**config.mk**
```make
export PLATFORM = sky130hd
export DESIGN_NAME = median_window_ctrl
export DESIGN_NICKNAME = d
export VERILOG_FILES = /design/src/rtl/median_pkg.sv /design/src/rtl/wrap_counter.sv /design/src/rtl/median_window_ctrl.sv
export SDC_FILE = /design/constraint.sdc
export NUM_CORES = 1
export LEC_CHECK = 0
export CELL_PAD_IN_SITES_DETAIL_PLACEMENT = 0
export CELL_PAD_IN_SITES_GLOBAL_PLACEMENT = 1
export CORE_MARGIN = 10
export CORE_UTILIZATION = 35
export CTS_CLUSTER_DIAMETER = 60
export DETAILED_ROUTE_END_ITERATION = 8
export PLACE_DENSITY_LB_ADDON = 0.1
export RECOVER_POWER = 25
export SLEW_MARGIN = 10
export SYNTH_ARGS = -nofsm -noshare
export SYNTH_HDL_FRONTEND = slang
export SYNTH_SLANG_ARGS = --single-unit
```
**constraint.sdc**
```tcl
create_clock -name clk -period 1.65 [get_ports clk]
set_input_delay 0.2475 -clock clk [delete_from_list [all_inputs] [get_ports clk]]
set_output_delay 0.2475 -clock clk [all_outputs]
set_load 0.01 [all_outputs]
```
**src/rtl/median_pkg.sv**
```systemverilog
// Shared types and sizing for the streaming median window controller.
package median_pkg;

  localparam int unsigned IMG_W_DEF = 16;
  localparam int unsigned IMG_H_DEF = 16;
  localparam int unsigned WIN_DEF   = 3;
  localparam int unsigned COL_W     = $clog2(IMG_W_DEF);
  localparam int unsigned ROW_W     = $clog2(IMG_H_DEF);

  typedef enum logic [2:0] {
    IDLE,
    FILL,
    RUN,
    DRAIN,
    DONE
  } state_t;

  // Number of fully-populated windows in one frame (no border windows).
  function automatic int unsigned win_per_frame(input int unsigned w,
                                                input int unsigned h,
                                                input int unsigned win);
    return (h - win + 1) * (w - win + 1);
  endfunction

endpackage

```
**src/rtl/wrap_counter.sv**
```systemverilog
// Modulo-MAX counter with enable, synchronous clear and a combinational wrap pulse.
module wrap_counter #(
  parameter  int unsigned MAX = 16,
  localparam int unsigned W   = (MAX > 1) ? $clog2(MAX) : 1
) (
  input  logic         clk,
  input  logic         rst_n,
  input  logic         i_en,
  input  logic         i_clear,
  output logic [W-1:0] o_cnt,
  output logic         o_wrap_c
);

  logic [W-1:0] r_cnt;

  assign o_cnt    = r_cnt;
  assign o_wrap_c = i_en & (r_cnt == W'(MAX - 1));

  always_ff @(posedge clk) begin
    if (!rst_n) begin
      r_cnt <= '0;
    end else if (i_clear) begin
      r_cnt <= '0;
    end else if (i_en) begin
      r_cnt <= o_wrap_c ? '0 : r_cnt + W'(1);
    end
  end

endmodule

```
**src/rtl/median_window_ctrl.sv**
```systemverilog
// Pixel/window sequencer for the streaming median filter.
// Optional stall counter output enabled by MEDIAN_CTRL_STALL_CNT_EN.
module median_window_ctrl
  import median_pkg::*;
#(
  parameter int unsigned IMG_W = IMG_W_DEF,
  parameter int unsigned IMG_H = IMG_H_DEF,
  parameter int unsigned WIN   = WIN_DEF
) (
  input  logic                     clk,
  input  logic                     rst_n,
  input  logic                     start,
  input  logic                     abort,
  input  logic                     in_valid,
  output logic                     in_ready,
  output logic                     lb_shift,
  output logic                     win_valid,
  input  logic                     win_ready,
  output logic [$clog2(IMG_W)-1:0] win_col,
  output logic [$clog2(IMG_H)-1:0] win_row,
  output logic                     busy,
  output logic                     frame_done
`ifdef MEDIAN_CTRL_STALL_CNT_EN
  ,
  output logic [15:0]              stall_cnt
`endif
);

  localparam int unsigned CW = $clog2(IMG_W);
  localparam int unsigned RW = $clog2(IMG_H);

  state_t        r_state;
  state_t        w_next;
  logic          r_win_valid;
  logic [CW-1:0] r_win_col;
  logic [RW-1:0] r_win_row;
  logic          r_busy;
  logic          r_frame_done;

  logic          w_in_ready;
  logic          w_accept;
  logic          w_clear;
  logic          w_win_load;
  logic [CW-1:0] w_col;
  logic [RW-1:0] w_row;
  logic          w_col_wrap;
  logic          w_row_wrap;

  // A pixel may only enter when the window register is free or being drained.
  assign w_in_ready = ((r_state == FILL) || (r_state == RUN)) & (~r_win_valid | win_ready);
  assign w_accept   = in_valid & w_in_ready;
  assign w_clear    = abort | ((r_state == IDLE) & start);
  assign w_win_load = w_accept & (r_state == RUN) & (w_col >= CW'(WIN - 1));

  assign in_ready   = w_in_ready;
  assign lb_shift   = w_accept;
  assign win_valid  = r_win_valid;
  assign win_col    = r_win_col;
  assign win_row    = r_win_row;
  assign busy       = r_busy;
  assign frame_done = r_frame_done;

  wrap_counter #(.MAX(IMG_W)) u_col_cnt (
    .clk      (clk),
    .rst_n    (rst_n),
    .i_en     (w_accept),
    .i_clear  (w_clear),
    .o_cnt    (w_col),
    .o_wrap_c (w_col_wrap)
  );

  // Row wrap coincides with acceptance of the frame's last pixel.
  wrap_counter #(.MAX(IMG_H)) u_row_cnt (
    .clk      (clk),
    .rst_n    (rst_n),
    .i_en     (w_col_wrap),
    .i_clear  (w_clear),
    .o_cnt    (w_row),
    .o_wrap_c (w_row_wrap)
  );

  always_comb begin
    w_next = r_state;
    if (abort) begin
      w_next = IDLE;
    end else begin
      case (r_state)
        IDLE:    if (start) w_next = FILL;
        FILL:    if (w_col_wrap && (w_row == RW'(WIN - 2))) w_next = RUN;
        RUN:     if (w_row_wrap) w_next = DRAIN;
        DRAIN:   if (!r_win_valid || win_ready) w_next = DONE;
        DONE:    w_next = IDLE;
        default: w_next = IDLE;
      endcase
    end
  end

  always_ff @(posedge clk) begin
    if (!rst_n) begin
      r_state      <= IDLE;
      r_busy       <= 1'b0;
      r_frame_done <= 1'b0;
    end else begin
      r_state      <= w_next;
      r_busy       <= (w_next != IDLE);
      r_frame_done <= (w_next == DONE);
    end
  end

  // Window register: a consume and a new load in the same cycle reload without a bubble.
  always_ff @(posedge clk) begin
    if (!rst_n) begin
      r_win_valid <= 1'b0;
      r_win_col   <= '0;
      r_win_row   <= '0;
    end else if (abort) begin
      r_win_valid <= 1'b0;
    end else if (w_win_load) begin
      r_win_valid <= 1'b1;
      r_win_col   <= w_col;
      r_win_row   <= w_row;
    end else if (r_win_valid && win_ready) begin
      r_win_valid <= 1'b0;
    end
  end

`ifdef MEDIAN_CTRL_STALL_CNT_EN
  logic [15:0] r_stall_cnt;

  assign stall_cnt = r_stall_cnt;

  always_ff @(posedge clk) begin
    if (!rst_n) begin
      r_stall_cnt <= '0;
    end else if (w_clear) begin
      r_stall_cnt <= '0;
    end else if (r_win_valid && !win_ready && (r_stall_cnt != 16'hFFFF)) begin
      r_stall_cnt <= r_stall_cnt + 16'd1;
    end
  end
`endif

endmodule

```
# == Word-level counts from Yosys, hierarchy flattened ==
# Cells that the tools add are included.
# totals
register_bits,22
latch_bits,0
ramBits,0
mem_bits_ro,0
out_inout_bits,13
word_cells,51
mem_count,0
# op_classes
add_sub_neg,2
multipliers,0
div,0
n_lt_le_gt_ge,1
eq_ne,7
shifts,0
n_mux,10
bitwise,12
reduce_logical,11
# ops
op,count
$mux 3,5
$pmux 3 s4,1
$add 4x1->4 const B,2
$eq 4x4->1 const B,2
$mux 4,2
$and 1x1->1,7
$eq 3x2->1 const B,2
$eq 4x1->1 const B,1
$ge 4x2->1 const B,1
$reduce_or 2->1,2
$eq 3x1->1 const B,1
$eq 3x3->1 const B,1
$logic_not 3->1,1
$not 1->1,3
$reduce_bool 3->1,1
$logic_and 1x1->1,2
$logic_or 1x1->1,2
$mux 1,2
$or 1x1->1,2
$reduce_and 2->1,1
$reduce_bool 2->1,1
$logic_not 1->1,1

# == Longest topological paths before layout ==
# Gate-level depths: netlist (run 1).
# logic_depth
word_depth,10
depth_mapped,6
ltp_nobuf,6

# == By module ==
# A second synthesis (run 1) with hierarchy kept.
# unflattened
hier_cells,117
area_unflattened_um2,1062.3
# modules_own_cells
mod,instances,cells_each,area_each_um2,seq_area_each_um2
median_window_ctrl,1,71,679.4,280.3
wrap_counter,2,23,191.4,80.1

# == Worst setup path before layout (run 1) ==
# No wires, ideal clock.
# synth_path
kind,reg-to-reg
start,register u_col_cnt.r_cnt[1] (netlist: u_col_cnt.o_cnt[1])
end,register u_row_cnt.r_cnt[3] (netlist: u_row_cnt.o_cnt[3])
arrival_ns,1.530
setup_slack_ns,0.003
path_stages_with_launch,6
period_less_slack_ns,1.647
cell_sequence,dfxtp_1 > ha_1 > nand3_1 > nor4b_4 > nand2_1 > a32o_1
# synth_via
elab_chain_len,4
# synth_lines
item,line_no,text
"start, declared",wrap_counter.sv:14,logic [W-1:0] r_cnt;
"start signal, assigned",wrap_counter.sv:25,r_cnt <= o_wrap_c ? '0 : r_cnt + W'(1);
$eq 4x4->1 (*),wrap_counter.sv:17,assign o_wrap_c = i_en & (r_cnt == W'(MAX - 1));
$and 1x1->1 (*),wrap_counter.sv:17,
$and 1x1->1,wrap_counter.sv:17,
$mux 4,wrap_counter.sv:25,
"end signal, assigned",wrap_counter.sv:25,
"end, declared",wrap_counter.sv:14,
# Every way passes the cells marked *; elsewhere a longest branch is shown, timed or not.
# A chain may end at the register's enable or synchronous reset.

# == Worst setup path in the final report (run 1) ==
# layout_path
start,register u_col_cnt.r_cnt[1] (netlist: u_col_cnt.o_cnt[1])
end,register r_win_col[2] (netlist: win_col[2])
# layout_via
elab_chain_len,3
# layout_lines
item,line_no,text
$ge 4x2->1,median_window_ctrl.sv:53,assign w_win_load = w_accept & (r_state == RUN) & (w_col >= CW'(WIN - 1));
$and 1x1->1,median_window_ctrl.sv:53,
$reduce_and 2->1 (no source line),-,
"end signal, assigned",median_window_ctrl.sv:120,r_win_col <= w_col;
"end, declared",median_window_ctrl.sv:35,logic [CW-1:0] r_win_col;
# Every way passes these cells.

==> metrics.txt, run 1 <==
kind of critical path register to register; Fmax approximately 630 MHz; GRT Util Overall 8.95%; CTS Hold Bufs 0; WP data required between 1500 and 2000 ps; Hold Path Class register to register; core area slightly above 3000 sq um; Crit. End Element register; grt ovf 0; minimum clock period after layout 1590 ps; PortBufs 18; reg-to-reg slack, setup between 50 and 60 ps; clock sinks 22; share of the synthesized area in the top cell type 40.0%; DPL Wire Length between 1500 and 2000 um; TritonCTS Buffers 3; CTS tree built; Die Span Y ~76 um; Synth Cell Area between 1000 and 1500 sq um; Reg-to-Reg End win_col[2]$_SDFFE_PN0P_; PD cells around 650 nW/um^2; Synth Register Bits 22; vias per inst ~4.7; DRT Pass-1 Iters 4; routed len/inst about 12 um; largest net degree at the start of global routing 17; ANT nets after route 0; die area 5790 sq um; Mapped Cells 121; total leakage power 0.602 nW; Vias 983; power consumption between 1 and 1.5 mW; cell accounting for the most synthesized area dfxtp_1; Top Ports 19; critical path, cell by cell buf_4, or4_1, nand4_1, nor2_2, buf_4, mux2i_1; CP max stage cell or4_1; routability cong. approximately 0.80; Hold WS roughly 470 ps; Initial Util between 30% and 40%; VDD IR max ~0.00026 V; ANT cells 0; Synth area leaders dfxtp_1 (40%), mux2i_1 (9.1%), nand2_1 (7.2%); Die W about 76 um; hold endpoint win_row[0]$_SDFFE_PN0P_; area occupied by multi-input gates roughly 600 sq um; TNS Setup 0 ps; setup ws final approximately 60 ps; Final setup viols 0; synth warn 0; initial antenna violation count 0; syn_nets 131; Seq/Total Area, Yosys around 40%; CP max FO 4; Reg area 450 sq um; final WL between 2000 and 2500 um; worst min-delay path startpoint win_row[0]$_SDFFE_PN0P_; clk slew on worst S/H paths about 120 ps; worst-skew pair later-pin latency about 300 ps; initial detailed-routing violation count between 40 and 50; hold path cells 2; Filler cells roughly 290; origin of the critical flop-to-flop path u_col_cnt.o_cnt[1]$_SDFFE_PP0P_; Hold Violations, Final 0; Slew headroom about four fifths; number of global-route vias before repair ~980; status finished, final reports clean; Pins Over Slew Limit 0; Crit path top cell by count buf_4; H-tree Lvls 1; measured slew at the worst slew-check pin ~330 ps; Arrival @ worst endpoint around 1800 ps; Placement Setup Slack -204 ps; period utilization 96.4%; Max Buffers Root-to-Sink 2; ratio of cells with drive above 1 in the final layout around a quarter; DRC Markers 0; crit-path max cell delay 510 ps; max-cap violation count 0; final net count 174; startpoint types register; row cnt 20; CTS Root Buffer Type clkbuf_4; first-pass GRT wire length 4440 um; clock skew after layout around 2.7 ps; Netlist cell types 38; FF-to-FF path depth 6; Syn Area/Cell a little over 9 sq um; synth-to-layout area growth 43.5%
-- kinds of logic after synthesis --
kind of cell | after synthesis | synth area share, %
AOI/OAI and AO/OA | 16 | 11.0
xor gates and xnor gates | 3 | 4.09
adders and majority gates | 4 | 4.55
buffers and inverters | 11 | 5.11
DFF | 22 | 40.0
muxes | 10 | 9.09
and+or+nand+nor | 55 | 26.1
-- layout make-up --
cell class | count | area share (%)
repair buffers | 45 | 24.7
well taps | 44 | 3.48
clock inverters | 1 | 1.90
inverters | 4 | 0.950
multi-input cells | 88 | 39.0
flip-flops and latches | 22 | 28.5
clock buffers | 3 | 1.43
-- synth_stat cells (all sizes together) --
| master | number |
|---|---|
| a211oi | 2 |
| nor2b | 3 |
| a41oi | 1 |
| and4 | 2 |
| or2 | 1 |
| o31a | 1 |
| buf | 4 |
| a21oi | 1 |
| and3 | 1 |
| a311oi | 2 |
| nand2 | 21 |
| clkbuf | 3 |
| mux2i | 10 |
| xor2 | 2 |
| ha | 4 |
| a31oi | 3 |
| xnor2 | 1 |
| o31ai | 1 |
| a211o | 1 |
| nand4 | 4 |
| nor2 | 10 |
| nand2b | 2 |
| or4 | 1 |
| nor3b | 1 |
| nand3 | 5 |
| o21ai | 1 |
| nor3 | 2 |
| o21a | 1 |
| dfxtp | 22 |
| a32o | 1 |
| nor4b | 2 |
| a21boi | 1 |
| inv | 4 |
-- repair_timing --
item                                   CTS  global route
resized for setup                        9             6
buffers inserted                         0             1
setup endpoints to repair                2            13
cloned                                   0             0
endpoints found under the hold margin    0             0
pin swaps                                0             2
-- worst max-delay path by stage --
| stage | start | end | cells past startpoint |
|---|---|---|---|
| floorplan | u_col_cnt.o_cnt[1]$_SDFFE_PP0P_ | u_row_cnt.o_cnt[3]$_SDFFE_PP0P_ | 5 |
| global placement | in_valid | lb_shift | 4 |
| detailed placement | in_valid | lb_shift | 4 |
| CTS | u_col_cnt.o_cnt[1]$_SDFFE_PP0P_ | u_row_cnt.o_cnt[0]$_SDFFE_PP0P_ | 6 |
| global route | u_col_cnt.o_cnt[0]$_SDFFE_PP0P_ | win_col[1]$_SDFFE_PN0P_ | 7 |
| finish | u_col_cnt.o_cnt[1]$_SDFFE_PP0P_ | win_col[2]$_SDFFE_PN0P_ | 6 |
-- critical path: cells and delay by family (launching register included) --
kind,cells,cell delay [ps]
buffers and inverters,2,300
flip-flops,1,360
AND/OR/NAND/NOR,3,730
multiplexers,1,110
-- sequential cells by signal, summed over array words and instances (netlist names) --
name / cells
u_col_cnt.o_cnt: 4
u_row_cnt.o_cnt: 4
win_col: 4
win_row: 4
r_state: 3
busy: 1
frame_done: 1
win_valid: 1
-- cell usage in the layout (no fill, tap or decap), types with 2 or more instances in the layout --
cell type        synthesis  routed
nand2b_1                 2       2
nand3_1                  5       4
a311oi_1                 2       2
nor2_1                   9       9
nand4_1                  4       4
dfxtp_1                 22      18
dfxtp_4                  0       2
clkbuf_4                 0       3
nor3_1                   2       2
nand2_1                 21      21
dlygate4sd3_1            0       5
and4_1                   2       2
inv_1                    4       4
buf_4                    1      24
dfxtp_2                  0       2
a31oi_1                  3       3
nor2b_1                  3       3
clkdlybuf4s50_1          0      11
mux2i_1                 10      10
ha_1                     4       4
a211oi_1                 2       2
-- metal layers --
layer,vias to the layer above,part of all wire (%),GRT usage (%)
li1,514,-,-
met1,445,46,11.1
met2,20,49,14.1
met3,4,4.0,2.48
met4,0,1.3,3.72
met5,-,0,0
-- through the flow --
stage	utilization (%)	cells	instance area (sq um)
final	52.2	207	1580
after global routing	52.2	207	1580
after CTS	51.6	206	1560
after detailed placement	49.6	202	1500
after global placement	49.6	202	1500
after floorplan	-	121	1100
-- report_power, final --
part	total (mW)	internal, mW	leakage [nW]	switching [mW]
sequential	0.534	0.531	0.180	0.00279
combinational	0.0848	0.0493	0.394	0.0355
clock	0.410	0.245	0.0279	0.165
Note: power is estimated with default switching activity, not from simulation.
==> run 2, diff against run 1 <==
--- a/config.mk
+++ b/config.mk
@@ -9,7 +9,6 @@
 export CELL_PAD_IN_SITES_GLOBAL_PLACEMENT = 1
 export CORE_MARGIN = 10
 export CORE_UTILIZATION = 35
-export CTS_CLUSTER_DIAMETER = 60
 export DETAILED_ROUTE_END_ITERATION = 8
 export PLACE_DENSITY_LB_ADDON = 0.1
 export RECOVER_POWER = 25
==> results of run 2 <==
Final layout, timing and power as in run 1 (identical DEF).
